### config.mk
export PLATFORM = sky130hd
export DESIGN_NAME = serial_subtractor
export DESIGN_NICKNAME = d
export VERILOG_FILES = /design/src/rtl/serial_subtractor.sv
export SDC_FILE = /design/constraint.sdc
export NUM_CORES = 1
export LEC_CHECK = 0
export BUFFER_PORTS_ARGS = -buffer_cell sky130_fd_sc_hd__clkbuf_2
export CORE_UTILIZATION = 30
export DETAILED_ROUTE_END_ITERATION = 8
export GPL_TIMING_DRIVEN = 1
export PLACE_DENSITY = 0.48
export SETUP_SLACK_MARGIN = 0.15
export SLEW_MARGIN = 40
export SYNTH_ARGS = -nofsm -noshare
export SYNTH_HDL_FRONTEND = slang
export SYNTH_SLANG_ARGS = --single-unit
### constraint.sdc
create_clock -name clock -period 4.6 [get_ports clock]
set_input_delay 0.69 -clock clock [delete_from_list [all_inputs] [get_ports clock]]
set_output_delay 0.69 -clock clock [all_outputs]
set_load 0.01 [all_outputs]
### src/rtl/serial_subtractor.sv
// serial_subtractor: computes A - B as A + ~B + 1, CHUNK bits per clock,
// least significant chunk first. Result, carry-out and the compare flags
// (not-equal, signed less-than, signed overflow) are registered. They are
// valid in the single DONE cycle and hold until the next accepted start.
// WIDTH must be an integer multiple of CHUNK.
module serial_subtractor #(
  parameter int WIDTH = 32,
  parameter int CHUNK = 8
) (
  input  logic             clock,
  input  logic             reset,
  input  logic             start,
  input  logic [WIDTH-1:0] data_operandA,
  input  logic [WIDTH-1:0] data_operandB,
  output logic             busy,
  output logic             done,
  output logic [WIDTH-1:0] data_result,
  output logic             sub_cout,
  output logic             isNotEqual,
  output logic             isLessThan,
  output logic             overflow
);

  localparam int NCHUNK = WIDTH / CHUNK;
  localparam int CNT_W  = (NCHUNK > 1) ? $clog2(NCHUNK) : 1;
  localparam logic [CNT_W-1:0] LAST_CNT = CNT_W'(NCHUNK - 1);

  typedef enum logic [1:0] {
    IDLE = 2'd0,
    RUN  = 2'd1,
    DONE = 2'd2
  } state_t;

  state_t           state;
  logic [WIDTH-1:0] opa;          // latched minuend
  logic [WIDTH-1:0] opb_inv;      // latched ones' complement of subtrahend
  logic             carry;        // carry into the chunk being processed
  logic [CNT_W-1:0] cnt;          // index of the chunk being processed

  int               chunk_base;
  logic [CHUNK:0]   chunk_sum;
  logic [WIDTH-1:0] result_next;
  logic             last_chunk;
  logic             ovf_next;

  // Signed overflow of a - b: the operands differ in sign and the result
  // takes the sign of the subtrahend.
  function automatic logic sub_overflow(input logic signed [WIDTH-1:0] a,
                                        input logic signed [WIDTH-1:0] b,
                                        input logic signed [WIDTH-1:0] r);
    return (a[WIDTH-1] != b[WIDTH-1]) && (r[WIDTH-1] != a[WIDTH-1]);
  endfunction

  // One chunk of the ripple: A chunk + ~B chunk + carry, merged into the
  // partial result so the flags can be formed from the complete value on
  // the cycle the last chunk lands.
  always_comb begin
    chunk_base  = int'(cnt) * CHUNK;
    chunk_sum   = {1'b0, opa[chunk_base +: CHUNK]}
                + {1'b0, opb_inv[chunk_base +: CHUNK]}
                + {{CHUNK{1'b0}}, carry};
    result_next = data_result;
    result_next[chunk_base +: CHUNK] = chunk_sum[CHUNK-1:0];
    last_chunk  = (cnt == LAST_CNT);
    ovf_next    = sub_overflow(opa, ~opb_inv, result_next);
  end

  // Control FSM with registered status, result and flag outputs.
  always_ff @(posedge clock) begin
    if (reset) begin
      state       <= IDLE;
      cnt         <= '0;
      carry       <= 1'b0;
      opa         <= '0;
      opb_inv     <= '0;
      busy        <= 1'b0;
      done        <= 1'b0;
      data_result <= '0;
      sub_cout    <= 1'b0;
      isNotEqual  <= 1'b0;
      isLessThan  <= 1'b0;
      overflow    <= 1'b0;
    end else begin
      case (state)
        IDLE, DONE: begin
          done <= 1'b0;
          if (start) begin
            opa     <= data_operandA;
            opb_inv <= ~data_operandB;
            carry   <= 1'b1;
            cnt     <= '0;
            busy    <= 1'b1;
            state   <= RUN;
          end else begin
            busy  <= 1'b0;
            state <= IDLE;
          end
        end
        RUN: begin
          data_result <= result_next;
          carry       <= chunk_sum[CHUNK];
          cnt         <= cnt + 1'b1;
          if (last_chunk) begin
            busy       <= 1'b0;
            done       <= 1'b1;
            sub_cout   <= chunk_sum[CHUNK];
            overflow   <= ovf_next;
            isLessThan <= result_next[WIDTH-1] ^ ovf_next;
            isNotEqual <= ~(chunk_sum[CHUNK] & (result_next == '0));
            state      <= DONE;
          end
        end
        default: begin
          busy  <= 1'b0;
          done  <= 1'b0;
          state <= IDLE;
        end
      endcase
    end
  end

endmodule

# Word level (Yosys, flattened, before mapping)
# Index checks and enable logic that the tools add are counted.
# totals
output_inout_bits,38
input_bits,67
ff_bits,107
wordCells,53
# classes
reduce_logical,9
n_bitwise,6
n_mux,11
shift,4
n_addsub,4
eq_ne,7
# op_table
operator,n
$not 32->32,2
$shiftx 32x6->8,2
$neg 5->33,1
$shift 8x33->32 const A,1
$shiftx 8x33->32,1
$bwmux 32,1
$logic_not 32->1,1
$add 8x8->9,1
$add 9x1->9,1
$pmux 2 s2,2
$reduce_and 2->1,3
$eq 2x2->1 const B,2
$mux 1,4
$mux 2,2
$ne 2x2->1 const B,2
$pmux 1 s2,2
$reduce_or 2->1,2
$add 2x1->2 const B,1
$eq 2x1->1 const B,1
$logic_not 2->1,1
$ne 1x1->1,2
$not 1->1,2
$reduce_bool 2->1,1
$and 1x1->1,1
other kinds (2),2

# Longest topological paths before layout
# Gate-level depths: netlist of run 1.
# logic_depth
ltp_word,8
depth_mapped,12
depth_no_buf,10

# Worst setup path after synthesis of run 1
# Ideal clock, no wire load.
# synth_timing
path_type,register to register
startpoint,register cnt[1]
endpoint,register isNotEqual
t_arrival_ps,3516
slack_ps,948
required_time_ps,4464
setup_time_ps,136
path_buffers,2
stages_incl_launch_ff,13
cell_sequence,dfxtp_1 -> clkbuf_1 -> clkbuf_1 -> mux4_2 -> fa_1 -> inv_1 -> fa_1 -> nand2b_1 -> a21oi_2 -> xor2_2 -> or4_4 -> a2111oi_2 -> a311oi_1
# synth_between
elab_chain_cells,8
word_cells_on_any_way,13
# synth_rtl
item,line_no,text
"start, declared",38,logic [CNT_W-1:0] cnt;
"start signal, assigned",102,cnt <= cnt + 1'b1;
"$shiftx 32x6->8, on equally long branches","59, 60",
$add 8x8->9,60,"+ {1'b0, opb_inv[chunk_base +: CHUNK]}"
$add 9x1->9,61,"+ {{CHUNK{1'b0}}, carry};"
$shiftx 8x33->32,63,result_next[chunk_base +: CHUNK] = chunk_sum[CHUNK-1:0];
$bwmux 32,63,
$logic_not 32->1,109,isNotEqual <= ~(chunk_sum[CHUNK] & (result_next == '0));
$and 1x1->1,109,
$not 1->1,109,
"end signal, assigned",109,
"end, declared",19,"output logic isNotEqual,"
# Parallel ways exist; a longest one is shown, timed or not.
# A chain may end at the register's enable or synchronous reset.

# Worst setup path after layout of run 1
# Ends and elaborated chain as after synthesis.

==> out/metrics.sh, run 1 <==
OUTCOME='completed'
CTS_TREE='yes'
GRT_UTIL_ALL_LAYERS_PCT=16.6
SETUP.WORST_PATH.CLASS='flip-flop to flip-flop'
MAXSLEWVIOLCOUNT=0
WORST_HOLD_PATH_TYPE='flip-flop to flip-flop'
WORST_SETUP_SKEW_AFTER_LAYOUT_PS=13.3
POST-CTS-SETUP-BUFFER-COUNT=0
ROUTED_VIA_DENSITY=4.82
LAYOUT.FILLER_CELLS=1577
WIRE_LENGTH_OF_THE_FIRST_GLOBAL_ROUTING_PASS_UM=20500
CTS-HTREE-LEVELS=3
DRT-TOTAL-WL_UM=12800
GP_ROUTABILITY_CONGESTION=0.784
TOTALNEGATIVESETUPSLACK_PS=0
GRT_START_MAX_NET_PINS=107
PLACE.DETAILED.HPWL_UM=9290
LAYOUT.CELL_AREA.NON_FILLER_UM2=5690
BUFFERS_ON_PORTS=104
POST_SYNTH_INST_COUNT=511
SYN-CELL-AREA_UM2=4700
POSTCTSRESIZEDCELLS=0
REG2REG_LAUNCH_POINT='cnt[1]'
ANT_NETS=0
SYNTH_AREA_LEADER_CELL='dfxtp_1'
SYNTH_AREA_LEADERS='dfxtp_1 (45%), mux4_2 (7.7%), nor2_1 (6.9%)'
POWERDENSITY_nW_PER_UM2=375
DRT_PRE_ANTENNA_ITERS=4
CP.ARRIVAL_PS=3640
AVERAGE_WIRE_LENGTH_PER_CELL_AFTER_DETAIL_ROUTING_UM=15.7
LAYOUT_WORST_PATH_CYCLE_SHARE_PCT=74.8
SYN2LAYOUT_AREA_GROWTH_PCT=21.2
YS.FLOP_TYPE='dfxtp_1'
DRT_ITER0_MARKERS=226
TIMING.HOLD.WS_PS=454
P_SWITCHING_mW=0.581
DIE_WIDTH_UM=127
CORE_AREA_UM2=15300
MAX_CAP_VIOL_COUNT=0
CTSHOLDBUFFERS=0
SETUP.WORST_PATH.END_CLASS='flip-flop'
TOP_LEVEL_PORTS=105
WORSTHOLDSTART='opa[20]'
CLK_PATH_BUF_DEPTH=2
P_LEAK_nW=2.30
GRT_SETUP_UNREPAIRED='false'
YOSYS_REGISTER_BITS=106
TIMING.FINAL.SETUP_VIOLATIONS=0
POST_SYNTH.CELL_AREA_AVG_UM2=9.19
SYN_NETS=593
CLK_PIN_SLEW_PS=70
SWITCHING_PART_OF_THE_TOTAL_PCT=27.2
DIE_AREA_UM2=16200
CP_DATA_REQUIRED_TIME_PS=4790
YOSYS.AREA.TOP_TYPE_SHARE_PCT=45.2
PWR-SHARE-CLK_PCT=37.3
VIA_COUNT_OF_THE_FIRST_GLOBAL_ROUTING_PASS=3825
PERIOD_MINUS_SLACK_PS=3440
CTS.SINK_COUNT=106
WORST_PATH_DOMINANT_CELL_FAMILY='simple AND/OR/NAND/NOR gates'
POWER.IR.VDD_WORST_V=0.000181
MAX-SLEW-MARGIN-REL_PCT=47.4
CRIT_PATH_TOP_DELAY_CELL='mux4_2'
YOSYSUNIQUECELLTYPES=51
CP.BUFFERS_INVERTERS=1
ROUTED-VIA-COUNT=3910
PROPORTION_OF_SYNTHESIZED_FLIP_FLOPS_HAVING_ASYNCHRONOUS_SET_OR_RESET_PCT=0
GRT_ANTENNA_BEFORE_REPAIR=0
TIMING_WORST_SLEW_PIN_VALUE_PS=789
YS_SEQ_AREA_SHARE_PCT=45.2
GRT_REMAINING_OVERFLOW=0
CRIT_FANOUT=15
REPORT.FINAL.HOLD_VIOL_COUNT=0
REMAINING_DRC_ERRORS=0
CP_STARTPOINT='cnt[1]'
POST-ROUTE-UTIL_PCT=37.3
CTS.ROOT.BUFFER_CELL='clkbuf_16'
DRIVE_ABOVE_1_SHARE_PCT=26.0
TIMING.CRITICAL_PATH.SLOWEST_CELL_DELAY_PS=570
P_INT_mW=1.55
FMAX_MHz=291
FLOORPLAN.ROWS=45
LAYOUT_COMMONEST_CELL='dfxtp_1'
COMBINATIONAL_SHARE_OF_POWER_PCT=15.8
DIE_Y_UM=127
INITIAL_UTILIZATION_PCT=30.8
NUM_ANTENNA_CELLS=0
WORSTPATHCELLLIST='buf_4 > mux4_2 > ha_1 > nand2b_1 > a21oi_2 > xor2_2 > or4_4 > a2111oi_2 > a311oi_1'
SEQUENTIALPOWERSHARE_PCT=46.9
TRITONCTS.NUM_BUFFERS=9
NNETSFINAL=679
CLOCK_INSERTION_DELAY_WORST_SKEW_PS=360
YS_WARN_COUNT=0
CRITICAL_PATH.STARTPOINT_TYPE='flip-flop'
LAYOUT_COMMON_CELLS='dfxtp_1 (106), clkbuf_2 (103), nor2_1 (86)'
POST_DP_CELL_AREA_UM2=5380
SYNTH_ENABLE_FLOP_CELLS=0
through the flow:
step                      total power, mW  std cells  worst slack, ps
after floorplan                      1.24        511              948
after global placement               1.35        797             1220
after detailed placement             1.36        797             1140
after CTS                            2.16        812             1120
after global routing                 2.23        812             1030
final                                2.13        812             1160
worst min-delay path: stages, from the launching register on:
cell and delay, ps:
dfxtp_1 310, nand2_1 50, a21oi_1 50
final timing paths:
check                                  end  slack [ps]  cells after the start
worst max-delay path            isNotEqual        1160                      9
worst min-delay path               opa[20]         450                      2
worst max register to register  isNotEqual        1160                      9
worst min register to register     opa[20]         450                      2
cells in the mapped netlist, types with 2 or more instances:
cell type	count
dfxtp_1	106
nor2_1	86
nand2_1	70
a21oi_1	41
a211oi_1	37
a22oi_1	32
clkbuf_1	27
mux4_2	16
ha_1	13
inv_1	8
nor3_1	7
nor4_1	6
nor2b_1	4
xnor2_1	4
buf_2	3
nand2b_1	3
nand3b_1	3
nor4b_2	3
a21o_1	2
a21oi_2	2
and2_1	2
clkbuf_8	2
fa_1	2
o21ai_1	2
o22ai_1	2
or2_1	2
or3_1	2
metal layers:
metal | track usage, % | up-vias | part of all wire, %
met5 | 0 | - | 0
met4 | 6.72 | 0 | 1.9
met3 | 3.77 | 12 | 4.0
met2 | 25.1 | 91 | 44
met1 | 22.7 | 1822 | 50
li1 | - | 1985 | -
flip-flops by register name (all words and copies together) (netlist names), 2 cells and up:
name and count:
cnt 2, data_result 32, opa 32, opb_inv 32, state 2
final cells by class:
class                   count  area [um2]  share of cell area (%)
multi-input cells         362        2400                    42.2
flip-flops and latches    106        2120                    37.3
repair buffers            109         564                    9.91
well taps                 211         264                    4.64
clock buffers              11         253                    4.44
clock inverters             4        51.3                   0.901
inverters                   9        33.8                   0.594
logic make-up (layout without fill, tap and decap cells):
kind of cell | after synthesis | after routing | share of synthesized area (%)
simple gates | 197 | 197 | 18.7
flops | 106 | 106 | 45.2
buf+inv | 43 | 133 | 4.10
compound gates | 126 | 126 | 18.3
mux | 18 | 18 | 8.12
fa+ha+maj | 16 | 16 | 4.53
xor+xnor | 5 | 5 | 1.09
power groups by stage:
stage | Clock (mW) | Combinational (mW) | Sequential [mW]
floorplan | 0 | 0.232 | 1.01
global placement | 0 | 0.331 | 1.02
detailed placement | 0 | 0.339 | 1.02
CTS | 0.819 | 0.339 | 1.00
global route | 0.856 | 0.373 | 1.01
finish | 0.796 | 0.337 | 1.00
Note: power is estimated with default switching activity, not from simulation.
==> run 2: changes to the inputs <==
Settings changed: ABC_AREA set to 1, PLACE_DENSITY 0.48 to 0.5.
Clock period 4.6 ns to 3.1 ns, I/O delays scaled along.
==> run 2 against run 1 <==
Effect of this change:
- die area is 10% higher
- non-clock buffer count up 14
- critical path type unchanged
- register-to-register slack lost 970 ps
- clock-buffer cell count shrank 2
- via count is 30% higher
- total power up 70%
- final area up 12%
- clock skew down 4.0 ps
- routed wire length is 20% higher
- largest cell class unchanged
- global-route usage rose by 1.5 points
==> out/metrics.sh, run 2 <==
GRT_REMAINING_OVERFLOW=0  # unchanged
CP_STARTPOINT='cnt[0]'
GRT_SETUP_UNREPAIRED='true'
YOSYS.AREA.TOP_TYPE_SHARE_PCT=40.9  # -4.3 points
TOTALNEGATIVESETUPSLACK_PS=0  # unchanged
MAX-SLEW-MARGIN-REL_PCT=50.7  # +3.3 points
SYNTH.MOST_COMMON_CELL='nor2_1'
DIE_WIDTH_UM=133  # +5.0%
DRT-TOTAL-WL_UM=15300  # +20%
CTS.SINK_COUNT=106  # unchanged
PWR-SHARE-CLK_PCT=31.1  # -6.2 points
CTS.ROOT.BUFFER_CELL='clkbuf_16'
DRT_ITER0_MARKERS=354  # +57%
ROUTED-VIA-COUNT=5092  # +30%
CTS_TREE='yes'
DRT_PRE_ANTENNA_ITERS=7  # +3
SYNTH_AREA_LEADER_CELL='dfxtp_1'
YS_SEQ_AREA_SHARE_PCT=40.9  # -4.3 points
CRIT_PATH_TOP_DELAY_CELL='fa_1'
POST_DP_CELL_AREA_UM2=5940  # +10%
CP.ARRIVAL_PS=3180  # -460 ps
POST_SYNTH_INST_COUNT=765  # +50%
YOSYS_REGISTER_BITS=106  # unchanged
CRIT_FANOUT=5  # -10
YS_WARN_COUNT=0  # unchanged
DIE_Y_UM=133  # +5.0%
YS.FLOP_TYPE='dfxtp_1'
FMAX_MHz=343  # +18%
REG2REG_LAUNCH_POINT='cnt[0]'
CP_DATA_REQUIRED_TIME_PS=3360  # -1430 ps
P_LEAK_nW=3.11  # +35%
INITIAL_UTILIZATION_PCT=31.0  # +0.17 points
CLK_PIN_SLEW_PS=80  # about the same
LAYOUT.CELL_AREA.NON_FILLER_UM2=6360  # +12%
ROUTED_VIA_DENSITY=4.71  # -2.3%
CRITICAL_PATH.STARTPOINT_TYPE='flip-flop'
WORSTHOLDSTART='data_operandB[18]'
TIMING.HOLD.WS_PS=263  # -190 ps
SYN_NETS=847  # +43%
SETUP.WORST_PATH.END_CLASS='flip-flop'
SYNTH_AREA_LEADERS='dfxtp_1 (41%), o21ai_0 (11%), nor2_1 (11%)'
CLK_PATH_BUF_DEPTH=2  # unchanged
GRT_START_MAX_NET_PINS=97  # -9.3%
POWERDENSITY_nW_PER_UM2=571  # +52%
ANT_NETS=0  # unchanged
FLOORPLAN.ROWS=47  # +4.4%
TIMING_WORST_SLEW_PIN_VALUE_PS=739  # -49.8 ps
CTS-HTREE-LEVELS=3  # unchanged
LAYOUT_COMMON_CELLS='nor2_1 (152), o21ai_0 (114), nand2_1 (110)'
GRT_ANTENNA_BEFORE_REPAIR=0  # unchanged
P_INT_mW=2.39  # +54%
CTSHOLDBUFFERS=0  # unchanged
TIMING.FINAL.SETUP_VIOLATIONS=0  # unchanged
SYN2LAYOUT_AREA_GROWTH_PCT=22.6
POST_SYNTH.CELL_AREA_AVG_UM2=6.78  # -26%
YS_TOP_CELLS_BY_COUNT='nor2_1 (154), o21ai_0 (117), nand2_1 (111)'
NUM_ANTENNA_CELLS=0  # unchanged
MAXSLEWVIOLCOUNT=0  # unchanged
SYN-CELL-AREA_UM2=5190  # +10%
CLOCK_INSERTION_DELAY_WORST_SKEW_PS=360  # about the same
COMBINATIONAL_SHARE_OF_POWER_PCT=25.9  # +10 points
CORE_AREA_UM2=16800  # +9.8%
NNETSFINAL=939  # +38%
DIE_AREA_UM2=17800  # +10%
WIRE_LENGTH_OF_THE_FIRST_GLOBAL_ROUTING_PASS_UM=25000  # +22%
TRITONCTS.NUM_BUFFERS=9  # unchanged
WORST_HOLD_PATH_TYPE='input pin to flip-flop'
BUFFERS_ON_PORTS=104  # unchanged
MAX_CAP_VIOL_COUNT=0  # unchanged
WORSTPATHCELLLIST='buf_8 > o21ai_4 > o22ai_2 > fa_2 > inv_2 > fa_1 > inv_1 > nand2_1 > nor2_1 > nor2_1 > nand2_1 > nor2_2 > nand3_2 > nor3_2 > nand3_1 > nor2_1 > nand3_1 > nand2_1 > inv_1'
PLACE.DETAILED.HPWL_UM=11500  # +23%
GRT_UTIL_ALL_LAYERS_PCT=18.1  # +1.5 points
REPORT.FINAL.HOLD_VIOL_COUNT=0  # unchanged
LAYOUT_TOP_REGISTERS='data_result (32), opa (32), opb_inv (32)'
DRIVE_ABOVE_1_SHARE_PCT=19.7  # -6.2 points
TIMING.CRITICAL_PATH.SLOWEST_CELL_DELAY_PS=560  # about the same
SYNTH_ENABLE_FLOP_CELLS=0  # unchanged
TOP_LEVEL_PORTS=105  # unchanged
P_SWITCHING_mW=1.24  # +110%
POWER.IR.VDD_WORST_V=0.000313  # +73%
SEQUENTIALPOWERSHARE_PCT=43.1  # -3.8 points
PROPORTION_OF_SYNTHESIZED_FLIP_FLOPS_HAVING_ASYNCHRONOUS_SET_OR_RESET_PCT=0  # unchanged
PERIOD_MINUS_SLACK_PS=2910  # -530 ps
REMAINING_DRC_ERRORS=0  # unchanged
WORST_PATH_DOMINANT_CELL_FAMILY='simple AND/OR/NAND/NOR gates'
YOSYSUNIQUECELLTYPES=31  # -39%
SETUP.WORST_PATH.CLASS='flip-flop to flip-flop'
LAYOUT_WORST_PATH_CYCLE_SHARE_PCT=93.9  # +19 points
SWITCHING_PART_OF_THE_TOTAL_PCT=34.3  # +7.0 points
CP.BUFFERS_INVERTERS=4  # +3
VIA_COUNT_OF_THE_FIRST_GLOBAL_ROUTING_PASS=4786  # +25%
GP_ROUTABILITY_CONGESTION=0.826  # +5.3%
WORST_SETUP_SKEW_AFTER_LAYOUT_PS=9.32  # -4.02 ps
AVERAGE_WIRE_LENGTH_PER_CELL_AFTER_DETAIL_ROUTING_UM=14.2  # -9.8%
OUTCOME='completed'
LAYOUT_COMMONEST_CELL='nor2_1'
## run 2: cell types whose count changed in the layout (fill, tap and decap cells not counted), sizes merged, moves of 14 or more
cell	before	now
nand2	70	114
nor2	86	155
a22oi	32	0
o21ai	3	117
mux4	16	0
o211ai	1	15
a211oi	38	0
inv	9	91
nand3	0	23
## run 2: logic make-up after synthesis
logic type	share of synthesized area (%)
buf+inv	9.65
compound gates	21.7
fa+ha+maj	3.91
flops	40.9
simple gates	23.8
## run 2: final cells by class
| class | instances | area, um2 |
|---|---|---|
| Tap cell | 220 | 275 |
| Clock buffer | 9 | 225 |
| Timing Repair Buffer | 123 | 698 |
| Multi-Input combinational cell | 529 | 2640 |
| Clock inverter | 7 | 61.3 |
| Inverter | 88 | 335 |
| Fill cell | 1838 | 10400 |
| Sequential cell | 106 | 2130 |
## run 2: worst paths after layout
kind                  to  slack (ps)  cells past startpoint
max reg2reg   isNotEqual         190                     19
min          opb_inv[18]         260                      2
min reg2reg     overflow         470                      2
max           isNotEqual         190                     19
## run 2: timing repair
| item | in CTS | in global routing |
|---|---|---|
| pin swaps | 0 | 12 |
| setup endpoints to repair | 1 | 5 |
| gates resized for setup | 6 | 26 |
| setup buffers | 0 | 4 |
## run 2: worst reg2reg max path: stages, from the launching register on
cell     delay (ps)
dfxtp_4         410
buf_8           120
o21ai_4          50
o22ai_2         200
fa_2            260
inv_2            40
fa_1            560
inv_1            50
nand2_1          50
nor2_1           40
nor2_1          130
nand2_1          90
nor2_2          120
nand3_2         110
nor3_2          200
nand3_1         110
nor2_1          110
nand3_1          70
nand2_1          60
inv_1            30
## run 2: power groups by stage
stage	sequential [mW]	clock, mW	combinational [mW]
floorplan	1.58	0	0.606
global placement	1.59	0	0.895
detailed placement	1.59	0	0.899
CTS	1.56	1.16	0.909
global route	1.57	1.22	1.08
finish	1.56	1.13	0.938
## run 2: through the flow
stage                     worst slack, ps  utilization (%)  power [mW]  std cells
after floorplan                       169                -        2.18        765
after global placement                141             35.4        2.49       1062
after detailed placement             91.2             35.4        2.49       1062
after CTS                             163             37.3        3.63       1078
after global routing                -76.8             37.9        3.87       1082
final                                 188             37.9        3.63       1082
## run 2: per-layer routing
layer	routed length (um)	track usage [%]	up-vias
met5	0	0	-
met4	157	4.29	0
met3	748	4.07	12
met2	6770	27.5	135
met1	7660	25.8	2253
li1	-	-	2692
